===== config.mk =====
export PLATFORM = sky130hd
export DESIGN_NAME = trap_ctrl
export DESIGN_NICKNAME = d
export VERILOG_FILES = /design/src/rtl/trap_ctrl_pkg.sv /design/src/rtl/trap_prio.sv /design/src/rtl/trap_ctrl.sv
export SDC_FILE = /design/constraint.sdc
export NUM_CORES = 1
export LEC_CHECK = 0
export BUFFER_PORTS_ARGS = -buffer_cell sky130_fd_sc_hd__buf_2
export CORE_ASPECT_RATIO = 1.2
export CORE_MARGIN = 2
export CORE_UTILIZATION = 53
export CTS_BUF_LIST = sky130_fd_sc_hd__clkbuf_16
export DETAILED_ROUTE_END_ITERATION = 6
export GPL_TIMING_DRIVEN = 0
export HOLD_SLACK_MARGIN = 0.12
export PLACE_DENSITY = 0.86
export SYNTH_ARGS = -nofsm -noshare
export SYNTH_HDL_FRONTEND = slang
export SYNTH_SLANG_ARGS = --single-unit

===== constraint.sdc =====
create_clock -name clk -period 5.5 [get_ports clk]
set_input_delay 0.55 -clock clk [delete_from_list [all_inputs] [get_ports clk]]
set_output_delay 0.55 -clock clk [all_outputs]
set_load 0.02 [all_outputs]

===== src/rtl/trap_ctrl_pkg.sv =====
// Shared constants and types for the machine-mode trap sequencer.
package trap_ctrl_pkg;

    localparam int unsigned XLEN   = 32;
    localparam int unsigned CSR_AW = 12;

    localparam logic [CSR_AW-1:0] CSR_MSTATUS = 12'h300;
    localparam logic [CSR_AW-1:0] CSR_MTVEC   = 12'h305;
    localparam logic [CSR_AW-1:0] CSR_MEPC    = 12'h341;
    localparam logic [CSR_AW-1:0] CSR_MCAUSE  = 12'h342;
    localparam logic [CSR_AW-1:0] CSR_MTVAL   = 12'h343;

    localparam logic [XLEN-1:0] CAUSE_ILLEGAL = 32'd2;
    localparam logic [XLEN-1:0] CAUSE_EBREAK  = 32'd3;
    localparam logic [XLEN-1:0] CAUSE_ECALL   = 32'd11;
    localparam logic [XLEN-1:0] CAUSE_MEI     = 32'h8000_000B;
    localparam logic [XLEN-1:0] CAUSE_MSI     = 32'h8000_0003;
    localparam logic [XLEN-1:0] CAUSE_MTI     = 32'h8000_0007;

    localparam int unsigned MSTATUS_MIE  = 3;
    localparam int unsigned MSTATUS_MPIE = 7;

    typedef enum logic [2:0] {
        S_IDLE     = 3'd0,
        S_MEPC     = 3'd1,
        S_MCAUSE   = 3'd2,
        S_MTVAL    = 3'd3,
        S_MSTATUS  = 3'd4,
        S_JUMP     = 3'd5,
        S_MRET_ST  = 3'd6,
        S_MRET_JMP = 3'd7
    } trap_state_e;

    // Context captured on the accept cycle and replayed into the CSRs.
    typedef struct packed {
        logic [XLEN-1:0] epc;
        logic [XLEN-1:0] cause;
        logic [XLEN-1:0] tval;
        logic            mie;
        logic            mpie;
    } trap_ctx_t;

    function automatic logic [XLEN-1:0] mstatus_word(input logic mpie, input logic mie);
        logic [XLEN-1:0] w;
        w               = '0;
        w[MSTATUS_MPIE] = mpie;
        w[MSTATUS_MIE]  = mie;
        return w;
    endfunction

endpackage


===== src/rtl/trap_prio.sv =====
// Priority encoder for trap sources: exceptions, then mret, then masked interrupts.
module trap_prio
    import trap_ctrl_pkg::*;
(
    input  logic            inst_valid_i,
    input  logic            illegal_i,
    input  logic            ebreak_i,
    input  logic            ecall_i,
    input  logic            mret_i,
    input  logic            mie_i,
    input  logic            ex_trap_i,
    input  logic            soft_trap_i,
    input  logic            tcmp_trap_i,
    output logic            take_o,
    output logic            is_mret_o,
    output logic [XLEN-1:0] cause_o
);

    always_comb begin
        take_o    = 1'b0;
        is_mret_o = 1'b0;
        cause_o   = '0;
        if (inst_valid_i) begin
            take_o = 1'b1;
            if (illegal_i)                  cause_o = CAUSE_ILLEGAL;
            else if (ebreak_i)              cause_o = CAUSE_EBREAK;
            else if (ecall_i)               cause_o = CAUSE_ECALL;
            else if (mret_i)                is_mret_o = 1'b1;
            else if (mie_i && ex_trap_i)    cause_o = CAUSE_MEI;
            else if (mie_i && soft_trap_i)  cause_o = CAUSE_MSI;
            else if (mie_i && tcmp_trap_i)  cause_o = CAUSE_MTI;
            else                            take_o = 1'b0;
        end
    end

endmodule


===== src/rtl/trap_ctrl.sv =====
// Machine-mode trap sequencer: saves/restores trap CSRs over the csr trap channel
// while holding the pipeline, then redirects the PC to mtvec or mepc.
module trap_ctrl
    import trap_ctrl_pkg::*;
#(
    parameter bit VECTORED_EN = 1'b1
) (
    input  logic              clk,
    input  logic              rst,
    input  logic              inst_valid_i,
    input  logic [XLEN-1:0]   cur_pc_i,
    input  logic [XLEN-1:0]   inst_i,
    input  logic              ecall_i,
    input  logic              ebreak_i,
    input  logic              illegal_i,
    input  logic              mret_i,
    input  logic              ex_trap_i,
    input  logic              tcmp_trap_i,
    input  logic              soft_trap_i,
    output logic              trap_csr_we_o,
    output logic [CSR_AW-1:0] trap_csr_addr_o,
    output logic [XLEN-1:0]   trap_csr_wdata_o,
    input  logic [XLEN-1:0]   trap_csr_rdata_i,
    output logic              kill_o,
    output logic              hold_o,
    output logic              jump_o,
    output logic [XLEN-1:0]   jump_addr_o
);

    trap_state_e     state_q, state_d;
    trap_ctx_t       ctx_q, ctx_d;
    logic            take;
    logic            is_mret;
    logic [XLEN-1:0] cause;
    logic [XLEN-1:0] vec_off;

    // In IDLE the channel addresses mstatus, so rdata carries the live MIE/MPIE bits.
    trap_prio u_prio (
        .inst_valid_i (inst_valid_i),
        .illegal_i    (illegal_i),
        .ebreak_i     (ebreak_i),
        .ecall_i      (ecall_i),
        .mret_i       (mret_i),
        .mie_i        (trap_csr_rdata_i[MSTATUS_MIE]),
        .ex_trap_i    (ex_trap_i),
        .soft_trap_i  (soft_trap_i),
        .tcmp_trap_i  (tcmp_trap_i),
        .take_o       (take),
        .is_mret_o    (is_mret),
        .cause_o      (cause)
    );

    always_ff @(posedge clk or posedge rst) begin
        if (rst) begin
            state_q <= S_IDLE;
            ctx_q   <= '0;
        end else begin
            state_q <= state_d;
            ctx_q   <= ctx_d;
        end
    end

    always_comb begin
        state_d          = state_q;
        ctx_d            = ctx_q;
        vec_off          = '0;
        trap_csr_we_o    = 1'b0;
        trap_csr_addr_o  = CSR_MSTATUS;
        trap_csr_wdata_o = '0;
        kill_o           = 1'b0;
        hold_o           = 1'b0;
        jump_o           = 1'b0;
        jump_addr_o      = '0;

        case (state_q)
            S_IDLE: begin
                if (take) begin
                    kill_o     = 1'b1;
                    hold_o     = 1'b1;
                    ctx_d.epc  = cur_pc_i;
                    ctx_d.cause = cause;
                    ctx_d.mie  = trap_csr_rdata_i[MSTATUS_MIE];
                    ctx_d.mpie = trap_csr_rdata_i[MSTATUS_MPIE];
                    if (cause == CAUSE_ILLEGAL)     ctx_d.tval = inst_i;
                    else if (cause == CAUSE_EBREAK) ctx_d.tval = cur_pc_i;
                    else                            ctx_d.tval = '0;
                    state_d = is_mret ? S_MRET_ST : S_MEPC;
                end
            end
            S_MEPC: begin
                trap_csr_we_o    = 1'b1;
                trap_csr_addr_o  = CSR_MEPC;
                trap_csr_wdata_o = ctx_q.epc;
                hold_o           = 1'b1;
                state_d          = S_MCAUSE;
            end
            S_MCAUSE: begin
                trap_csr_we_o    = 1'b1;
                trap_csr_addr_o  = CSR_MCAUSE;
                trap_csr_wdata_o = ctx_q.cause;
                hold_o           = 1'b1;
                state_d          = S_MTVAL;
            end
            S_MTVAL: begin
                trap_csr_we_o    = 1'b1;
                trap_csr_addr_o  = CSR_MTVAL;
                trap_csr_wdata_o = ctx_q.tval;
                hold_o           = 1'b1;
                state_d          = S_MSTATUS;
            end
            S_MSTATUS: begin
                trap_csr_we_o    = 1'b1;
                trap_csr_addr_o  = CSR_MSTATUS;
                trap_csr_wdata_o = mstatus_word(ctx_q.mie, 1'b0);
                hold_o           = 1'b1;
                state_d          = S_JUMP;
            end
            S_JUMP: begin
                // Vectored entry only for interrupts; offset wraps in 32 bits.
                trap_csr_addr_o = CSR_MTVEC;
                hold_o          = 1'b1;
                jump_o          = 1'b1;
                if (VECTORED_EN && trap_csr_rdata_i[0] && ctx_q.cause[XLEN-1])
                    vec_off = {ctx_q.cause[XLEN-3:0], 2'b00};
                jump_addr_o = {trap_csr_rdata_i[XLEN-1:2], 2'b00} + vec_off;
                state_d     = S_IDLE;
            end
            S_MRET_ST: begin
                trap_csr_we_o    = 1'b1;
                trap_csr_addr_o  = CSR_MSTATUS;
                trap_csr_wdata_o = mstatus_word(1'b1, ctx_q.mpie);
                hold_o           = 1'b1;
                state_d          = S_MRET_JMP;
            end
            S_MRET_JMP: begin
                trap_csr_addr_o = CSR_MEPC;
                hold_o          = 1'b1;
                jump_o          = 1'b1;
                jump_addr_o     = trap_csr_rdata_i;
                state_d         = S_IDLE;
            end
            default: state_d = S_IDLE;
        endcase

        // Reset forces quiet outputs immediately, even mid-sequence.
        if (rst) begin
            trap_csr_we_o    = 1'b0;
            trap_csr_addr_o  = CSR_MSTATUS;
            trap_csr_wdata_o = '0;
            kill_o           = 1'b0;
            hold_o           = 1'b0;
            jump_o           = 1'b0;
            jump_addr_o      = '0;
        end
    end

endmodule


## Word-level counts from Yosys, hierarchy flattened

Cells that the tools add are included.

- Register bits after elaboration: 101
- Input port bits: 106
- Output and inout bits: 80
- Word-level logic and storage cells: 70

- Add/sub/neg operators: 1
- Equal/unequal tests: 10
- Multiplexer cells: 43
- Reduce and logical (&&, ||, !) cells: 10

Operators with widths:

| cell | number |
|---|---|
| 32-bit two-way mux | 14 |
| 32-bit one-hot mux with 5 select lines | 1 |
| 32-bit by 2-bit equality test with 1-bit output, second input constant | 2 |
| 32-bit one-hot mux with 2 select lines | 1 |
| 32-bit adder | 1 |
| 7-bit one-hot mux with 4 select lines | 1 |
| 1-bit two-way mux | 21 |
| 3-bit one-hot mux with 7 select lines | 1 |
| 3-bit equality test, second input constant | 4 |
| 12-bit two-way mux | 1 |
| 7-bit OR reduction | 1 |
| 3-bit by 2-bit equality test with 1-bit output, second input constant | 2 |
| 3-bit two-way mux | 2 |
| 5-bit OR reduction | 1 |
| 1-bit logical AND | 4 |
| 2-bit OR reduction | 2 |
| 3-bit by 1-bit equality test with 1-bit output, second input constant | 1 |
| 3-bit logical NOT | 1 |
| 2-bit != test, second input constant | 1 |
| 1-bit one-hot mux with 2 select lines | 1 |
| 2-bit AND reduction | 1 |

## Logic depth before layout (Yosys ltp)

- Depth after elaboration: 12
- Mapped depth: 10
- Depth with buffers taken out: 9

## Cells and area by module

From an unflattened synthesis, not the netlist that was laid out.

- Cell total of the unflattened synthesis: 821
- Area total of the unflattened synthesis: 7,553.5 um^2

Modules (own cells, without submodules):

| module | instances | cells an instance | area an instance (um^2) | seq. area each (um^2) |
|---|---|---|---|---|
| trap_ctrl | 1 | 775 | 7,205.7 | 2,527.4 |
| trap_prio | 1 | 46 | 347.8 | 0.0 |

## Worst setup path before layout

No wires, ideal clock.

- Path type: input to output
- Start point: input rst
- End point: output trap_csr_wdata_o[0]
- Data arrival time: 3.358 ns
- Data required time: 4.950 ns
- Path slack: 1.592 ns
- Stages: 5
- Path buffers: 2
- Cells stage by stage: clkbuf_1 inv_1 nand2_1 clkbuf_1 nor3_1

- Word-level cells in the longest chain between the ends: 1

Ends and longest elaborated chain:

| item | RTL line | RTL |
|---|---|---|
| start: declaration | trap_ctrl.sv:9 | `input logic rst,` |
| 32-bit two-way mux | trap_ctrl.sv:146 | `if (rst) begin` |
| end: declaration | trap_ctrl.sv:22 | `output logic [XLEN-1:0] trap_csr_wdata_o,` |

No other way between the ends.

## Final worst setup path

- Start point: register ctx_q[65] in the netlist's numbering
- End point: output jump_addr_o[28]

- Word-level cells in the longest chain between the ends: 6

Ends and longest elaborated chain:

| item | RTL line | RTL |
|---|---|---|
| start: declaration | trap_ctrl.sv:31 | `trap_ctx_t ctx_q, ctx_d;` |
| start signal: assignment | trap_ctrl.sv:59 | `ctx_q <= ctx_d;` |
| 1-bit logical AND | trap_ctrl.sv:123 | `if (VECTORED_EN && trap_csr_rdata_i[0] && ctx_q.cause[XLEN-1])` |
| 32-bit two-way mux | trap_ctrl.sv:123 |  |
| 32-bit two-way mux | trap_ctrl.sv:75 | `case (state_q)` |
| 32-bit adder | trap_ctrl.sv:125 | `jump_addr_o = {trap_csr_rdata_i[XLEN-1:2], 2'b00} + vec_off;` |
| 32-bit one-hot mux with 2 select lines | trap_ctrl.sv:75 |  |
| 32-bit two-way mux | trap_ctrl.sv:146 |  |
| end: declaration | trap_ctrl.sv:27 | `output logic [XLEN-1:0] jump_addr_o` |

No other way between the ends. The select of a mux whose other input is x is not followed.

==> impl_summary.txt <==
----------------------------------------------------
[Detailed routing]
  Vias post-DR ... 4819
  DRT Wirelength ... 13.8 mm
  DR DRC count ... 0
  Wire length per cell after detailed routing ... 16.3 um
  Number of optimization iterations in the first detailed-route pass ... 5
  Number of nets still failing antenna checks after routing ... 0
  Number of DRC markers after the initial detailed-route iteration ... 328
  Vias per std cell ... 5.71

[Finish]
  Area taken by flip-flops and latches ... 0.00185 mm^2
  NumNets Final ... 833
  Total inserted antenna cells ... 0
  Layout cells sized above 1 ... 0.355
  Area of the multi-input gates ... 0.00251 mm^2
  Commonest cells after routing, fill and taps aside ... 190 x sky130_fd_sc_hd__buf_2, 76 x sky130_fd_sc_hd__nor2_1, 74 x sky130_fd_sc_hd__dfrtp_1, 58 x sky130_fd_sc_hd__a22oi_1, 50 x sky130_fd_sc_hd__nand2_1
  Fillers ... 719
  Final std cell area, no fill ... 0.00596 mm^2
  Area Overhead vs Synth ... 28.9%
  Share of the core filled with cells in the final layout ... 0.700
  Leading cell type in the layout, fill and taps excluded ... sky130_fd_sc_hd__buf_2

[Clocking]
  Max clock buf depth ... 2
  Source-to-sink clock delay at the later pin of the worst-skew pair ... 0.33 ns
  Cts-stage hold buffer count ... 0
  Setup fix buffers added after clock tree synthesis ... 0
  Number of buffers inserted during clock tree synthesis ... 9
  Clock edge transition at the registers on the reported setup and hold paths ... 0.06 ns
  CTS H-tree depth ... 3
  Num Clock Sinks ... 74
  CTS tree ... built
  Count of instances resized after the clock tree is built ... 0
  Clock Tree Root ... sky130_fd_sc_hd__clkbuf_16

[Power]
  Leakage power total ... 2.90 nW
  Largest voltage drop on the vdd net ... 0.297 mV
  Clock share of power ... 0.218
  Net switching fraction of the power ... 0.392
  Combinational fraction of design power ... 0.412
  Power density over the cells ... 433 mW/mm^2
  Register share of total power ... 0.371
  Int Power ... 1.57 mW
  Post-layout total power ... 2.58 mW
  Net load switching power ... 1.01 mW

[Setup path]
  Nature of the critical path endpoint ... output pin
  CP max FO ... 10
  Element type at the critical path start ... flop
  Critical path class ... reg2out
  Critical Path Start ... ctx_q[65]$_DFFE_PP0P_
  Arrival @ worst endpoint ... 2.99 ns
  Startpoint of the worst-slack reg-to-reg timing path ... state_q[2]$_DFFE_PP0P_
  Endpoint required time on the critical path ... 4.95 ns

[Global route]
  GRT Resource Usage Total ... 0.290
  Maximum number of pins on one net before global-route repair ... 76
  Grt total ovfl ... 0
  Wire length of the first global-routing pass ... 21.5 mm
  Vias in the first global route ... 4745
  Initial antenna violation count ... 0

[Placement]
  Number of port buffers ... 176
  HPWL after detailed placement ... 10.3 mm
  Final weighted congestion in routability-driven placement ... 0.909
  Area after detailed placement ... 0.00568 mm^2

[Floorplanning]
  Overall die area ... 0.00949 mm^2
  Number of standard-cell rows in the floorplan ... 37
  Overall die width ... 89.3 um
  CORE AREA ... 0.00852 mm^2
  Top-level port count ... 186
  Die Ht ... 106 um
  Starting density of the core ... 0.543

[STA]
  Max Clk Rate ... 0.282 GHz
  Total Neg Setup Slack ... 0 ns
  Actual slew at the worst max-slew pin ... 0.914 ns
  Post-Route Skew ... 0.00892 ns
  Worst hold slack ... 0.460 ns
  RSZ-0062 raised after global routing ... no
  Total of endpoints with negative setup slack in the final report ... 0
  Final critical-path required period ... 3.54 ns
  Final slew viol count ... 0
  Slew HR ... 0.391
  Crit share post-route ... 0.644
  Number of failing hold endpoints at the final stage ... 0

[Logic synthesis]
  Number of flops mapped to enable cells by yosys ... 0
  Average cell area after synthesis ... 8.74 um^2
  Cell variety after synth ... 44
  Yosys Warn Count ... 0
  Netlist Area Pre-Place ... 0.00463 mm^2
  Post-Syn Instances ... 529
  FFs w/ async S/R, synth ... 1.00
  Commonest register cell after synthesis ... sky130_fd_sc_hd__dfrtp_1
  Number of storage elements in the synthesis netlist ... 74
  Fraction of the yosys area taken by sequential cells ... 0.400

[Hold path]
  Class of the tightest hold or removal check ... in2reg
  Hold Startpoint ... cur_pc_i[17]

[Flow run]
  Number of max-cap violations ... 0

[Status]
  Run status ... complete, no violations

----------------------------------------------------
cells by family after synthesis:
logic type	count (synthesis)	synth area share
xor+xnor	27	0.0511
mux	41	0.0985
other cells	2	0.00162
simple gates	197	0.199
compound gates	123	0.173
buf+inv	60	0.0622
fa+ha+maj	5	0.0151
flops	74	0.400
metal layers:
metal,track usage,routed length (um),vias up,share of wire
met5,0,0,-,0
met4,0.0885,271,0,0.020
met3,0.0637,1070,28,0.078
met2,0.532,7300,236,0.53
met1,0.327,5120,2304,0.37
li1,-,-,2251,-
stage by stage:
stage,setup slack [ns],std cells
floorplan,1.59,535
global placement,0.786,828
detailed placement,2.09,828
CTS,1.97,844
global route,1.73,844
finish,1.96,844
synthesized netlist by cell type, types with 9 or more instances:
library cell / count / area, um^2
sky130_fd_sc_hd__mux2_2: 36 / 405
sky130_fd_sc_hd__buf_4: 12 / 90.1
sky130_fd_sc_hd__nand4_1: 15 / 93.8
sky130_fd_sc_hd__inv_1: 12 / 45.0
sky130_fd_sc_hd__nor3_1: 9 / 45.0
sky130_fd_sc_hd__xor2_1: 24 / 210
sky130_fd_sc_hd__nand3_1: 16 / 80.1
sky130_fd_sc_hd__buf_2: 14 / 70.1
sky130_fd_sc_hd__a22oi_1: 58 / 435
sky130_fd_sc_hd__dfrtp_1: 74 / 1850
sky130_fd_sc_hd__a21oi_1: 14 / 70.1
sky130_fd_sc_hd__nor2_1: 76 / 285
sky130_fd_sc_hd__clkbuf_1: 19 / 71.3
sky130_fd_sc_hd__o21ai_0: 38 / 190
sky130_fd_sc_hd__nand2_1: 50 / 188
state kept, by name (all words and copies together) (netlist names):
register and flops:
ctx_q 71, state_q 3
final cells by class:
class / instances / share of cell area
Timing Repair Buffer: 176 / 0.148
Clock buffer: 9 / 0.0378
Buffer: 47 / 0.0401
Sequential cell: 74 / 0.311
Clock inverter: 7 / 0.0101
Inverter: 13 / 0.00860
Tap cell: 117 / 0.0245
Multi-Input combinational cell: 401 / 0.421
critical path: stages (launching register included):
cell and delay (ns):
sky130_fd_sc_hd__dfrtp_1 0.42, sky130_fd_sc_hd__and3_1 0.18, sky130_fd_sc_hd__ha_1 0.17, sky130_fd_sc_hd__inv_1 0.06
sky130_fd_sc_hd__fa_1 0.38, sky130_fd_sc_hd__nor2b_1 0.20, sky130_fd_sc_hd__o31a_1 0.22, sky130_fd_sc_hd__clkbuf_1 0.41
sky130_fd_sc_hd__nand4_1 0.17, sky130_fd_sc_hd__xor2_1 0.18, sky130_fd_sc_hd__nor2_1 0.11, sky130_fd_sc_hd__buf_2 0.18
worst paths after layout:
check	to	slack [ns]	cells past startpoint
worst min-delay path	ctx_q[83]$_DFFE_PP0P_	0.46	2
worst min register to register	ctx_q[15]$_DFFE_PP0P_	0.48	2
worst max-delay path	jump_addr_o[28]	1.96	11
max in group asynchronous	ctx_q[33]$_DFFE_PP0P_	4.33	2
worst max register to register	ctx_q[37]$_DFFE_PP0P_	3.83	4
min in group asynchronous	ctx_q[1]$_DFFE_PP0P_	0.58	2
power groups by stage:
stage	Sequential, mW	Clock, mW	Combinational [mW]
after floorplan	0.909	0	0.756
after global placement	0.940	0	1.02
after detailed placement	0.957	0	1.05
after CTS	0.952	0.564	1.06
after global routing	0.981	0.589	1.17
final	0.958	0.562	1.06
(Power assumes the default switching activity.)
